`config.mk`:
```
export PLATFORM = sky130hd
export DESIGN_NAME = mmio_port_responder
export DESIGN_NICKNAME = d
export VERILOG_FILES = /design/src/rtl/mmio_pkg.sv /design/src/rtl/mmio_port_responder_sync_fifo.sv /design/src/rtl/mmio_port_responder.sv
export SDC_FILE = /design/constraint.sdc
export NUM_CORES = 1
export LEC_CHECK = 0
export CAP_MARGIN = 20
export CORE_AREA = 2 2 144 146
export DETAILED_ROUTE_END_ITERATION = 10
export DIE_AREA = 0 0 146 148
export PLACE_DENSITY = 0.68
export REMOVE_ABC_BUFFERS = 1
export SLEW_MARGIN = 20
export SYNTH_ARGS = -nofsm -noshare
export SYNTH_HDL_FRONTEND = slang
export SYNTH_SLANG_ARGS = --single-unit
```
`constraint.sdc`:
```
create_clock -name clk -period 7.69 [get_ports clk]
set_input_delay 0.769 -clock clk [delete_from_list [all_inputs] [get_ports clk]]
set_output_delay 0.769 -clock clk [all_outputs]
set_load 0.02 [all_outputs]
```
`src/rtl/mmio_pkg.sv`:
```
// Shared constants for the MMIO port responder: window base, register
// offsets, STATUS bit positions and output FSM state encoding.
package mmio_pkg;

    localparam logic [31:0] BASE_ADDR_DEF = 32'hFFFF_0000;

    // Word offsets inside the 16-byte window (Address[3:2])
    localparam logic [1:0] OFS_OUT    = 2'd0;
    localparam logic [1:0] OFS_IN     = 2'd1;
    localparam logic [1:0] OFS_STATUS = 2'd2;
    localparam logic [1:0] OFS_CTRL   = 2'd3;

    // STATUS register layout
    localparam int ST_FULL_BIT  = 0;
    localparam int ST_EMPTY_BIT = 1;
    localparam int ST_CHG_BIT   = 2;
    localparam int ST_OVF_BIT   = 3;
    localparam int ST_CNT_LSB   = 4;
    localparam int ST_CNT_W     = 3;

    typedef enum logic {
        ST_IDLE = 1'b0,
        ST_HOLD = 1'b1
    } out_state_e;

endpackage

```
`src/rtl/mmio_port_responder_sync_fifo.sv`:
```
// Circular-buffer FIFO with flush. A push into a full FIFO is still accepted
// when a pop happens in the same cycle; otherwise it is dropped and flagged.
module sync_fifo #(
    parameter int W     = 32,
    parameter int DEPTH = 4
) (
    input  logic                       clk,
    input  logic                       rst_n,
    input  logic                       push,
    input  logic [W-1:0]               push_data,
    input  logic                       pop,
    input  logic                       flush,
    output logic [W-1:0]               head,
    output logic                       full,
    output logic                       empty,
    output logic [$clog2(DEPTH):0]     count,
    output logic                       drop
);
    localparam int AW = $clog2(DEPTH);

    logic [W-1:0]  mem [DEPTH];
    logic [AW-1:0] wr_ptr_q, wr_ptr_d;
    logic [AW-1:0] rd_ptr_q, rd_ptr_d;
    logic [AW:0]   count_q, count_d;
    logic          pop_ok, push_ok;

    assign full  = (count_q == (AW+1)'(DEPTH));
    assign empty = (count_q == '0);
    assign count = count_q;
    assign head  = mem[rd_ptr_q];

    // Flush overrides both sides; a pop frees the slot a full-FIFO push needs.
    always_comb begin
        pop_ok   = pop && !empty && !flush;
        push_ok  = push && !flush && (!full || pop_ok);
        drop     = push && !flush && full && !pop_ok;
        wr_ptr_d = wr_ptr_q;
        rd_ptr_d = rd_ptr_q;
        count_d  = count_q;
        if (flush) begin
            wr_ptr_d = '0;
            rd_ptr_d = '0;
            count_d  = '0;
        end else begin
            if (push_ok) wr_ptr_d = wr_ptr_q + 1'b1;
            if (pop_ok)  rd_ptr_d = rd_ptr_q + 1'b1;
            if (push_ok && !pop_ok) count_d = count_q + 1'b1;
            if (pop_ok && !push_ok) count_d = count_q - 1'b1;
        end
    end

    // Pointer and occupancy state
    always_ff @(posedge clk or negedge rst_n) begin
        if (!rst_n) begin
            wr_ptr_q <= '0;
            rd_ptr_q <= '0;
            count_q  <= '0;
        end else begin
            wr_ptr_q <= wr_ptr_d;
            rd_ptr_q <= rd_ptr_d;
            count_q  <= count_d;
        end
    end

    // Storage; contents are don't-care until written, so no reset
    always_ff @(posedge clk) begin
        if (push_ok) mem[wr_ptr_q] <= push_data;
    end

endmodule

```
`src/rtl/mmio_port_responder.sv`:
```
// MMIO responder: decodes a 16-byte window on the MEM-stage bus, queues
// stores to PortOut with a per-value hold time, and synchronizes PortIn with
// a sticky change flag.
module mmio_port_responder
    import mmio_pkg::*;
#(
    parameter logic [31:0] BASE_ADDR   = BASE_ADDR_DEF,
    parameter int          FIFO_DEPTH  = 4,
    parameter int          HOLD_CYCLES = 8
) (
    input  logic        clk,
    input  logic        reset,
    input  logic [31:0] Address,
    input  logic [31:0] WriteData,
    input  logic        MemWrite,
    input  logic        MemRead,
    output logic [31:0] ReadData,
    output logic        Hit,
    input  logic [7:0]  PortIn,
    output logic [31:0] PortOut
);
    localparam int AW = $clog2(FIFO_DEPTH);
    localparam int HW = $clog2(HOLD_CYCLES + 1);

    logic [1:0]    ofs;
    logic          wr_out, wr_flush, rd_status;
    logic          fifo_pop, fifo_full, fifo_empty, fifo_drop;
    logic [31:0]   fifo_head;
    logic [AW:0]   fifo_count;
    logic [31:0]   cnt_ext;

    out_state_e    state_q, state_d;
    logic [HW-1:0] hold_q, hold_d;
    logic [31:0]   port_out_q, port_out_d;
    logic [7:0]    sync1_q, sync2_q, prev_q;
    logic          in_changed_q, in_changed_d;
    logic          overflow_q, overflow_d;

    logic          unused_ok;
    assign unused_ok = ^{Address[1:0], cnt_ext[31:ST_CNT_W]};

    assign ofs       = Address[3:2];
    assign Hit       = (Address[31:4] == BASE_ADDR[31:4]) && (MemRead || MemWrite);
    assign wr_out    = Hit && MemWrite && (ofs == OFS_OUT);
    assign wr_flush  = Hit && MemWrite && (ofs == OFS_CTRL) && WriteData[0];
    assign rd_status = Hit && MemRead && (ofs == OFS_STATUS);
    assign cnt_ext   = 32'(fifo_count);
    assign PortOut   = port_out_q;

    sync_fifo #(.W(32), .DEPTH(FIFO_DEPTH)) u_fifo (
        .clk       (clk),
        .rst_n     (reset),
        .push      (wr_out),
        .push_data (WriteData),
        .pop       (fifo_pop),
        .flush     (wr_flush),
        .head      (fifo_head),
        .full      (fifo_full),
        .empty     (fifo_empty),
        .count     (fifo_count),
        .drop      (fifo_drop)
    );

    // Combinational read mux; zero outside the window
    always_comb begin
        ReadData = '0;
        if (Hit) begin
            case (ofs)
                OFS_OUT:    ReadData = port_out_q;
                OFS_IN:     ReadData = {24'b0, sync2_q};
                OFS_STATUS: begin
                    ReadData[ST_FULL_BIT]  = fifo_full;
                    ReadData[ST_EMPTY_BIT] = fifo_empty;
                    ReadData[ST_CHG_BIT]   = in_changed_q;
                    ReadData[ST_OVF_BIT]   = overflow_q;
                    ReadData[ST_CNT_LSB +: ST_CNT_W] = cnt_ext[ST_CNT_W-1:0];
                end
                default:    ReadData = '0;
            endcase
        end
    end

    // Output FSM: pop into PortOut, hold HOLD_CYCLES, chain without a gap
    always_comb begin
        state_d    = state_q;
        hold_d     = hold_q;
        port_out_d = port_out_q;
        fifo_pop   = 1'b0;
        if (wr_flush) begin
            state_d = ST_IDLE;
            hold_d  = '0;
        end else begin
            case (state_q)
                ST_IDLE: begin
                    if (!fifo_empty) begin
                        fifo_pop   = 1'b1;
                        port_out_d = fifo_head;
                        hold_d     = HW'(HOLD_CYCLES - 1);
                        state_d    = ST_HOLD;
                    end
                end
                ST_HOLD: begin
                    if (hold_q != '0) begin
                        hold_d = hold_q - 1'b1;
                    end else if (!fifo_empty) begin
                        fifo_pop   = 1'b1;
                        port_out_d = fifo_head;
                        hold_d     = HW'(HOLD_CYCLES - 1);
                    end else begin
                        state_d = ST_IDLE;
                    end
                end
                default: state_d = ST_IDLE;
            endcase
        end
    end

    // Sticky flags: a new event in the same cycle as a STATUS read survives
    always_comb begin
        in_changed_d = in_changed_q;
        overflow_d   = overflow_q;
        if (rd_status) begin
            in_changed_d = 1'b0;
            overflow_d   = 1'b0;
        end
        if (sync2_q != prev_q) in_changed_d = 1'b1;
        if (fifo_drop)         overflow_d   = 1'b1;
    end

    // State registers, synchronizer chain and flags
    always_ff @(posedge clk or negedge reset) begin
        if (!reset) begin
            state_q      <= ST_IDLE;
            hold_q       <= '0;
            port_out_q   <= '0;
            sync1_q      <= '0;
            sync2_q      <= '0;
            prev_q       <= '0;
            in_changed_q <= 1'b0;
            overflow_q   <= 1'b0;
        end else begin
            state_q      <= state_d;
            hold_q       <= hold_d;
            port_out_q   <= port_out_d;
            sync1_q      <= PortIn;
            sync2_q      <= sync1_q;
            prev_q       <= sync2_q;
            in_changed_q <= in_changed_d;
            overflow_q   <= overflow_d;
        end
    end

endmodule

```
# Yosys cells after proc, flatten, opt, wreduce, memory -nomap -nowiden
# Memories as Yosys holds them, arrays and structs flattened.
# Index checks and enable logic that the tools add are counted.
# totals
word_cells,86
output_inout_bits,65
mem_bits_rw,128
inputBits,76
reg_bits,70
latchBits,0
memories,1
rom_bits,0
# op_classes
eq_ne,7
mul,0
muxes,29
bitwise_logic,2
n_addsub,5
div_mod_pow,0
magnitude_cmp,0
shift,0
n_reduce_logical,31
# mem_list
name,words,width,rd,rd_clocked_by_memory_dff,wr,line,source
u_fifo.mem,4,32,1,0,1,mmio_port_responder_sync_fifo.sv:21,logic [W-1:0] mem [DEPTH];
# ops
op,count
32-bit two-way mux,3
32-bit one-hot mux with 2 select lines,1
25-bit one-hot mux with 2 select lines,1
28-bit == test (second input constant),1
7-bit one-hot mux with 3 select lines,1
1-bit logical AND,15
4-bit two-way mux,3
1-bit two-way mux,10
3-bit two-way mux,3
2-bit two-way mux,4
8-bit inequality test,1
4-bit one-hot mux with 2 select lines,1
2-bit nonzero test,4
1-bit logical NOT,5
2-bit by 1-bit adder with 2-bit output (second input constant),2
2-bit == test (second input constant),2
1-bit one-hot mux with 2 select lines,2
4-bit nonzero test,1
4-bit by 1-bit subtractor with 4-bit output (second input constant),1
3-bit by 1-bit adder with 3-bit output (second input constant),1
3-bit == test (second input constant),1
3-bit logical NOT,1
3-bit nonzero test,1
3-bit by 1-bit subtractor with 3-bit output (second input constant),1
6 further kinds,8

# Depth between registers and ports, before layout
# Gate-level depths: netlist of the first run.
# depth
word_depth,14
ltp_mapped,12
ltp_nobuf,11

# By module
# A second synthesis of the first run with hierarchy kept.
# unflattened
cells_unflattened,556
hier_area_um2,8341.8
# by_module_without_submodules
mod,cells_each,area_each_um2,seq_area_each_um2,n_inst
sync_fifo,225,5152.4,4018.9,1
mmio_port_responder,331,3189.3,1576.5,1

# Worst setup path after synthesis of the first run
# OpenSTA, ideal clock, no wires.
# synth_timing
path_type,input-to-output
start,input Address[12]
end,output ReadData[22]
path_stages,6
slack_ps,4443
arrival_time_ps,2478
n_path_buf,1
cell_sequence,or4b_4 nor3_1 o211ai_1 nor3_4 clkbuf_1 and2_1
# synth_between
elab_chain_len,3
# synth_lines
item,line,source
from (decl),mmio_port_responder.sv:13,"input logic [31:0] Address,"
28-bit == test,mmio_port_responder.sv:43,assign Hit = (Address[31:4] == BASE_ADDR[31:4]) && (MemRead || MemWrite);
1-bit logical AND,mmio_port_responder.sv:43,
32-bit two-way mux,mmio_port_responder.sv:67,if (Hit) begin
to (decl),mmio_port_responder.sv:17,"output logic [31:0] ReadData,"
# Every way passes these cells.

# Final worst setup path of the first run
# layout_timing
start,input Address[12]
end,output ReadData[18]
# The elaborated chain is that of the path after synthesis.

==> results.json, run 1 <==
{
  "finish.net_count": 676,
  "dieArea_um2": 21600,
  "muxShareOfSynthArea": 0.149,
  "synth_edf_count": 128,
  "drc": 0,
  "r2r_slack_ns": 3.96,
  "rsz0062_at_grt": "false",
  "clock-sinks": 198,
  "ys_async_sr_fraction": 0.354,
  "yosys.area.top_type": "edfxtp_1",
  "instances_no_fill": 875,
  "wl_met2_um": 7950,
  "worst_ep_arrival_time_ns": 3.86,
  "syn_inst": 449,
  "die_height_um": 148,
  "clock_path_buffers": 2,
  "yosys_most_used_dff": "edfxtp_1",
  "grt_max_degree": 71,
  "synth_top_area_share": 0.485,
  "dp_hpwl_um": 9750,
  "path_cells": "clkdlybuf4s50_1 -> or4b_4 -> nor3_1 -> o211ai_1 -> buf_4 -> nor3_4 -> buf_8 -> and2_1 -> clkdlybuf4s50_1",
  "hp-class": "reg -> reg",
  "wl_met3_um": 794,
  "first_pass_iters": 4,
  "syn_area_per_cell_um2": 17.6,
  "cts_tree": "built",
  "timing.final.crit_share": 0.602,
  "ys_seq_area_frac": 0.706,
  "fin_area_um2": 10100,
  "hp-start": "sync1_q[3]$_DFF_PN0_",
  "post_dp_cell_area_um2": 9570,
  "cts-root-buf": "clkbuf_16",
  "crit_required_ns": 6.92,
  "ant_nets": 0,
  "gr-total-overflow": 0,
  "max_stage_delay_ns": 0.60,
  "slowest_stage": "clkdlybuf4s50_1",
  "wirelength_um": 15900,
  "clkLatencyLatePin_ns": 0.43,
  "place_congestion": 0.869,
  "cts_resized": 0,
  "grt_pass1_vias": 4663,
  "cts_setup_buffers": 0,
  "criticalPathCategory": "in -> out",
  "grt_use_total": 0.154,
  "clkTransAtPathRegs_ns": 0.07,
  "yosysWarnings": 0,
  "path_common_cell": "clkdlybuf4s50_1",
  "relSlewSlack": 0.322,
  "fin_hold_ws_ns": 0.351,
  "r2r_end": "u_fifo.count[2]$_DFFE_PN0P_",
  "leakage_nw": 3.53,
  "cp-end-kind": "output port",
  "hold_depth": 0,
  "critPathLaunchType": "primary input",
  "antenna_found_initial": 0,
  "drive_gt1_frac": 0.187,
  "vias_per_cell": 5.08,
  "fp-row-count": 52,
  "period_needed_ns": 4.63,
  "min_to": "sync2_q[3]$_DFF_PN0_",
  "power_density_nw_per_um2": 254,
  "cts-hold-fix-buffers": 0,
  "final-setup-viol-count": 0,
  "drt_iter0_markers": 176,
  "cap_violations": 0,
  "post-route-util": 0.506,
  "irDropWorstVdd_uv": 145,
  "clock_skew_ns": 0.0104,
  "synth-compound-area-share": 0.0303,
  "grt_pass1_wl_um": 25200,
  "setup_tns_ns": 0,
  "yosys.area_share.adder": 0.0120,
  "core_area_um2": 20000,
  "dp_cells": 843,
  "fmax_mhz": 216,
  "initial_utilization": 0.395,
  "syn2layout_area_growth_pct": 28.1,
  "numCtsBuffers": 17,
  "synth_top_family_by_area": "multiplexers",
  "worstRegToRegCells": 11,
  "fp.dieW_um": 146,
  "worst-path-max-fanout": 15,
  "outcome": "finished clean",
  "tightest_slew_ns": 1.01,
  "vias": 4441,
  "h-tree-depth": 4,
  "syn_area_um2": 7920,
  "top_layer": "met4",
  "ys_types": 52,
  "slew_viol_final": 0,
  "wl_per_cell_um": 18.2,
  "synth.top_cells.by_area": "edfxtp_1 (49%), dfrtp_1 (22%), mux4_2 (9.1%)",
  "wl_met1_um": 7080,
  "port_buffers": 138,
  "ios": 141,
  "reg2reg_from": "hold_q[1]$_DFF_PN0_",
  "yosys.area_share.simple": 0.0765,
  "n_antenna_cell": 0,
  "synth_seq_cells": 198,
  "final-hold-violation-count": 0,
  "yosys.area_share.xor_xnor": 0.0122
}
==> placed cells by master (no fill, tap or decap), types with 4 or more instances in the layout <==
| cell | n |
|---|---|
| clkbuf_16 | 17 |
| a21oi_1 | 12 |
| inv_1 | 7 |
| nor2_1 | 26 |
| and2_1 | 25 |
| and2_2 | 4 |
| clkdlybuf4s50_1 | 137 |
| inv_8 | 4 |
| nor4_1 | 4 |
| dfrtp_1 | 68 |
| ha_1 | 6 |
| clkinvlp_4 | 5 |
| mux2_2 | 32 |
| mux2i_1 | 10 |
| nand2_1 | 5 |
| xor2_1 | 9 |
| nand4_1 | 6 |
| mux4_2 | 32 |
| o21ai_0 | 8 |
| nor3_1 | 6 |
| edfxtp_1 | 128 |
==> synthesized netlist by cell type, types with 3 or more instances <==
| cell type | n |
|---|---|
| edfxtp_1 | 128 |
| dfrtp_1 | 70 |
| mux2_2 | 32 |
| mux4_2 | 32 |
| nor2_1 | 26 |
| and2_1 | 25 |
| a21oi_1 | 12 |
| clkbuf_1 | 10 |
| mux2i_1 | 10 |
| xor2_1 | 9 |
| o21ai_0 | 8 |
| inv_1 | 7 |
| ha_1 | 6 |
| nand4_1 | 6 |
| nor3_1 | 6 |
| nand2_1 | 5 |
| and2_2 | 4 |
| nor4_1 | 4 |
| buf_4 | 3 |
| nand3_1 | 3 |
| nor3b_1 | 3 |
| o211ai_1 | 3 |
| o31ai_1 | 3 |
==> metrics by stage <==
step                worst slack [ns]  total power [mW]
floorplan                       4.24              1.50
global placement                2.85              1.76
detailed placement              2.76              1.77
CTS                             2.76              2.60
global route                    2.91              2.67
finish                          3.06              2.58
==> worst max-delay path, delay by kind of cell <==
family | cells | cell delay [ns]
buffers and inverters | 4 | 1.47
AO/OA/AOI/OAI | 1 | 0.14
AND/OR/NAND/NOR | 4 | 1.46
==> state kept, by name, indices dropped and copies added, names as in the netlist <==
register,cells
state_q,1
hold_q,4
prev_q,8
sync2_q,8
sync1_q,8
u_fifo.rd_ptr_q,2
u_fifo.count,3
u_fifo.mem,128
overflow_q,1
u_fifo.wr_ptr_q,2
PortOut,32
in_changed_q,1
==> area by class of cell <==
type	count	area, um^2
well taps	270	338
fillers	1680	9890
repair buffers	141	1410
flip-flops and latches	198	5600
clock buffers	19	443
inverters	7	26.3
clock inverters	12	116
multi-input cells	228	2220
==> how the worst max path moves through the flow <==
stage / from / end / slack (ns) / cells past startpoint
after floorplan: Address[12] / u_fifo.count[2]$_DFFE_PN0P_ / 4.24 / 10
after global placement: Address[12] / ReadData[18] / 2.85 / 8
after detailed placement: Address[12] / ReadData[24] / 2.76 / 8
after CTS: Address[12] / ReadData[24] / 2.76 / 8
after global routing: Address[15] / ReadData[14] / 2.91 / 9
final: Address[12] / ReadData[18] / 3.06 / 9
==> kinds of logic after synthesis <==
group                      after synthesis
DFF                                    198
and+or+nand+nor                        100
muxes                                   74
AOI/OAI and AO/OA                       36
buffers and inverters                   23
xor gates and xnor gates                11
adders and majority gates                7
==> per-layer routing <==
metal,vias to the layer above,track usage
met5,-,0
met1,2291,0.193
li1,2018,-
met4,0,0.0427
met2,124,0.263
met3,8,0.0435
==> where the power goes <==
group | internal (mW) | total, mW | leakage [nW] | switching (mW)
sequential | 1.23 | 1.30 | 1.99 | 0.0757
combinational | 0.245 | 0.443 | 1.28 | 0.198
clock | 0.433 | 0.834 | 0.258 | 0.401
total | 1.91 | 2.58 | 3.53 | 0.674
(Power assumes the default switching activity.)
==> run 2: changes to the inputs <==
--- a/config.mk
+++ b/config.mk
@@ -9,7 +9,7 @@
 export CORE_AREA = 2 2 144 146
 export DETAILED_ROUTE_END_ITERATION = 10
 export DIE_AREA = 0 0 146 148
-export PLACE_DENSITY = 0.68
+export PLACE_DENSITY = 0.7
 export REMOVE_ABC_BUFFERS = 1
 export SLEW_MARGIN = 20
 export SYNTH_ARGS = -nofsm -noshare
==> constraint.sdc (replaced) <==
create_clock -name clk -period 4.1 [get_ports clk]
set_input_delay 0.41 -clock clk [delete_from_list [all_inputs] [get_ports clk]]
set_output_delay 0.41 -clock clk [all_outputs]
set_load 0.02 [all_outputs]
==> run 2 against run 1 <==
Effect of this change: clock-buffer cell count stayed put; routed wire length grew 4.1%; worst hold slack worse by 0.21 ns; sequential share of layout area shrank 0.65 points; die area did not move; total power rose by 91%; register-to-register slack worse by 2.8 ns; critical path depth down 1; final area grew 1.2%; first-iteration DRC count grew 58%; highest routed layer unchanged.
==> results.json, run 2 (synthesis results as in run 1) <==
{
  "dp_hpwl_um": 10600,
  "final-hold-violation-count": 0,
  "clock_skew_ns": 0.0182,
  "initial_utilization": 0.395,
  "die_height_um": 148,
  "r2r_end": "u_fifo.count[2]$_DFFE_PN0P_",
  "power_mw": 4.91,
  "relSlewSlack": 0.349,
  "path_cells": "clkdlybuf4s50_1 -> or4b_4 -> nor3_1 -> o211ai_1 -> nor3_4 -> buf_4 -> and2_1 -> clkdlybuf4s50_1",
  "worst_ep_arrival_time_ns": 3.24,
  "worst-path-max-fanout": 26,
  "antenna_found_initial": 0,
  "ios": 141,
  "wirelength_um": 16600,
  "cts_setup_buffers": 0,
  "cap_violations": 0,
  "drt_iter0_markers": 278,
  "clock_path_buffers": 2,
  "regArea_um2": 5600,
  "fp.dieW_um": 146,
  "first_pass_iters": 4,
  "setup_tns_ns": 0,
  "period_needed_ns": 3.65,
  "outcome": "finished clean",
  "worstRegToRegCells": 11,
  "grt_pass1_wl_um": 25800,
  "fp-row-count": 52,
  "fin_hold_ws_ns": 0.141,
  "final_cell_mix": "clkdlybuf4s50_1 (137), edfxtp_1 (128), dfrtp_1 (68), mux4_2 (32), mux2_2 (32)",
  "tightest_slew_ns": 0.977,
  "syn2layout_area_growth_pct": 29.7,
  "wl_per_cell_um": 18.8,
  "final-setup-viol-count": 0,
  "crit_path_start": "Address[12]",
  "largest-register": "u_fifo.mem",
  "vias": 4490,
  "fmax_mhz": 274,
  "port_buffers": 138,
  "r2r_slack_ns": 1.15,
  "cts_tree": "built",
  "drc": 0,
  "reg2reg_from": "hold_q[0]$_DFF_PN0_",
  "largest_reg_flops": 128,
  "vias_per_cell": 5.08,
  "timing.final.crit_share": 0.890,
  "grt_use_total": 0.159,
  "drive_gt1_frac": 0.196,
  "clock-sinks": 198,
  "gr-total-overflow": 0,
  "crit_required_ns": 3.69,
  "h-tree-depth": 4,
  "ant_nets": 0,
  "slowest_stage": "clkdlybuf4s50_1",
  "grt_pass1_vias": 4696,
  "numCtsBuffers": 17,
  "cts_resized": 0,
  "cts-root-buf": "clkbuf_16",
  "hp-class": "in -> async",
  "dieArea_um2": 21600,
  "worst_slack_ns": 0.452,
  "criticalPathCategory": "in -> out",
  "dpl_worst_slack_ns": 0.474,
  "finish.net_count": 683,
  "rsz0062_at_grt": "false",
  "clkTransAtPathRegs_ns": 0.07,
  "max_stage_delay_ns": 0.62,
  "fill_cells": 1699,
  "power_density_nw_per_um2": 479,
  "grt_max_degree": 71,
  "final_common_cell": "clkdlybuf4s50_1",
  "path_common_cell": "clkdlybuf4s50_1",
  "n_antenna_cell": 0,
  "slew_viol_final": 0,
  "critPathLaunchType": "primary input",
  "clkLatencyLatePin_ns": 0.44,
  "place_congestion": 0.868,
  "cp-end-kind": "output port",
  "cts-hold-fix-buffers": 0,
  "leakage_nw": 3.59,
  "core_area_um2": 20000,
  "irDropWorstVdd_uv": 279,
  "multiInputGateArea_um2": 2220,
  "critPathCapture": "ReadData[14]"
}
run 2: cell types whose count changed in the layout (fill, tap and decap cells not counted):
cell        delta
buf_4          +4
clkinv_2       +1
bufinv_16      +1
clkinv_1       +1
buf_8          -1
clkinv_4       +1
buf_12         +4
clkinvlp_4     -3
run 2: critical path, delay by kind of cell:
kind / cells / cell delay (ns)
buffers and inverters: 3 / 1.38
AOI/OAI and AO/OA: 1 / 0.22
and+or+nand+nor: 4 / 1.21
run 2: layout make-up:
cell class,count,area share
Sequential cell,198,0.545
Multi-Input combinational cell,228,0.216
Timing Repair Buffer,148,0.146
Clock buffer,19,0.0431
Tap cell,270,0.0329
Clock inverter,13,0.0138
Inverter,7,0.00256
run 2: worst min-delay path by stage:
| stage | from | endpoint | slack [ns] | cells past startpoint |
|---|---|---|---|---|
| 2_1_floorplan | reset | PortOut[0]$_DFFE_PN0P_ | 0.11 | 0 |
| 3_3_place_gp | sync1_q[7]$_DFF_PN0_ | sync2_q[7]$_DFF_PN0_ | 0.34 | 0 |
| 3_5_place_dp | sync1_q[6]$_DFF_PN0_ | sync2_q[6]$_DFF_PN0_ | 0.33 | 0 |
| 4_1_cts | reset | sync1_q[2]$_DFF_PN0_ | 0.16 | 1 |
| 5_1_grt | reset | sync2_q[2]$_DFF_PN0_ | 0.21 | 1 |
| 6_report | reset | sync1_q[2]$_DFF_PN0_ | 0.14 | 1 |
run 2: layer usage:
layer  track usage  wire length (um)
met5             0                 0
met4        0.0485               218
met3        0.0451               915
met2         0.272              8340
met1         0.197              7130
run 2: power by group:
part	internal, mW	leakage [nW]	switching (mW)
logic	0.461	1.32	0.373
registers	2.30	1.99	0.141
clock network	0.875	0.281	0.762
run 2: through the flow:
step | area, um^2 | std cells | util
after global placement | 9680 | 851 | 0.483
after CTS | 10300 | 883 | 0.512
after detailed placement | 9680 | 851 | 0.483
after global routing | 10300 | 883 | 0.512
final | 10300 | 883 | 0.512
after floorplan | 7840 | 433 | -
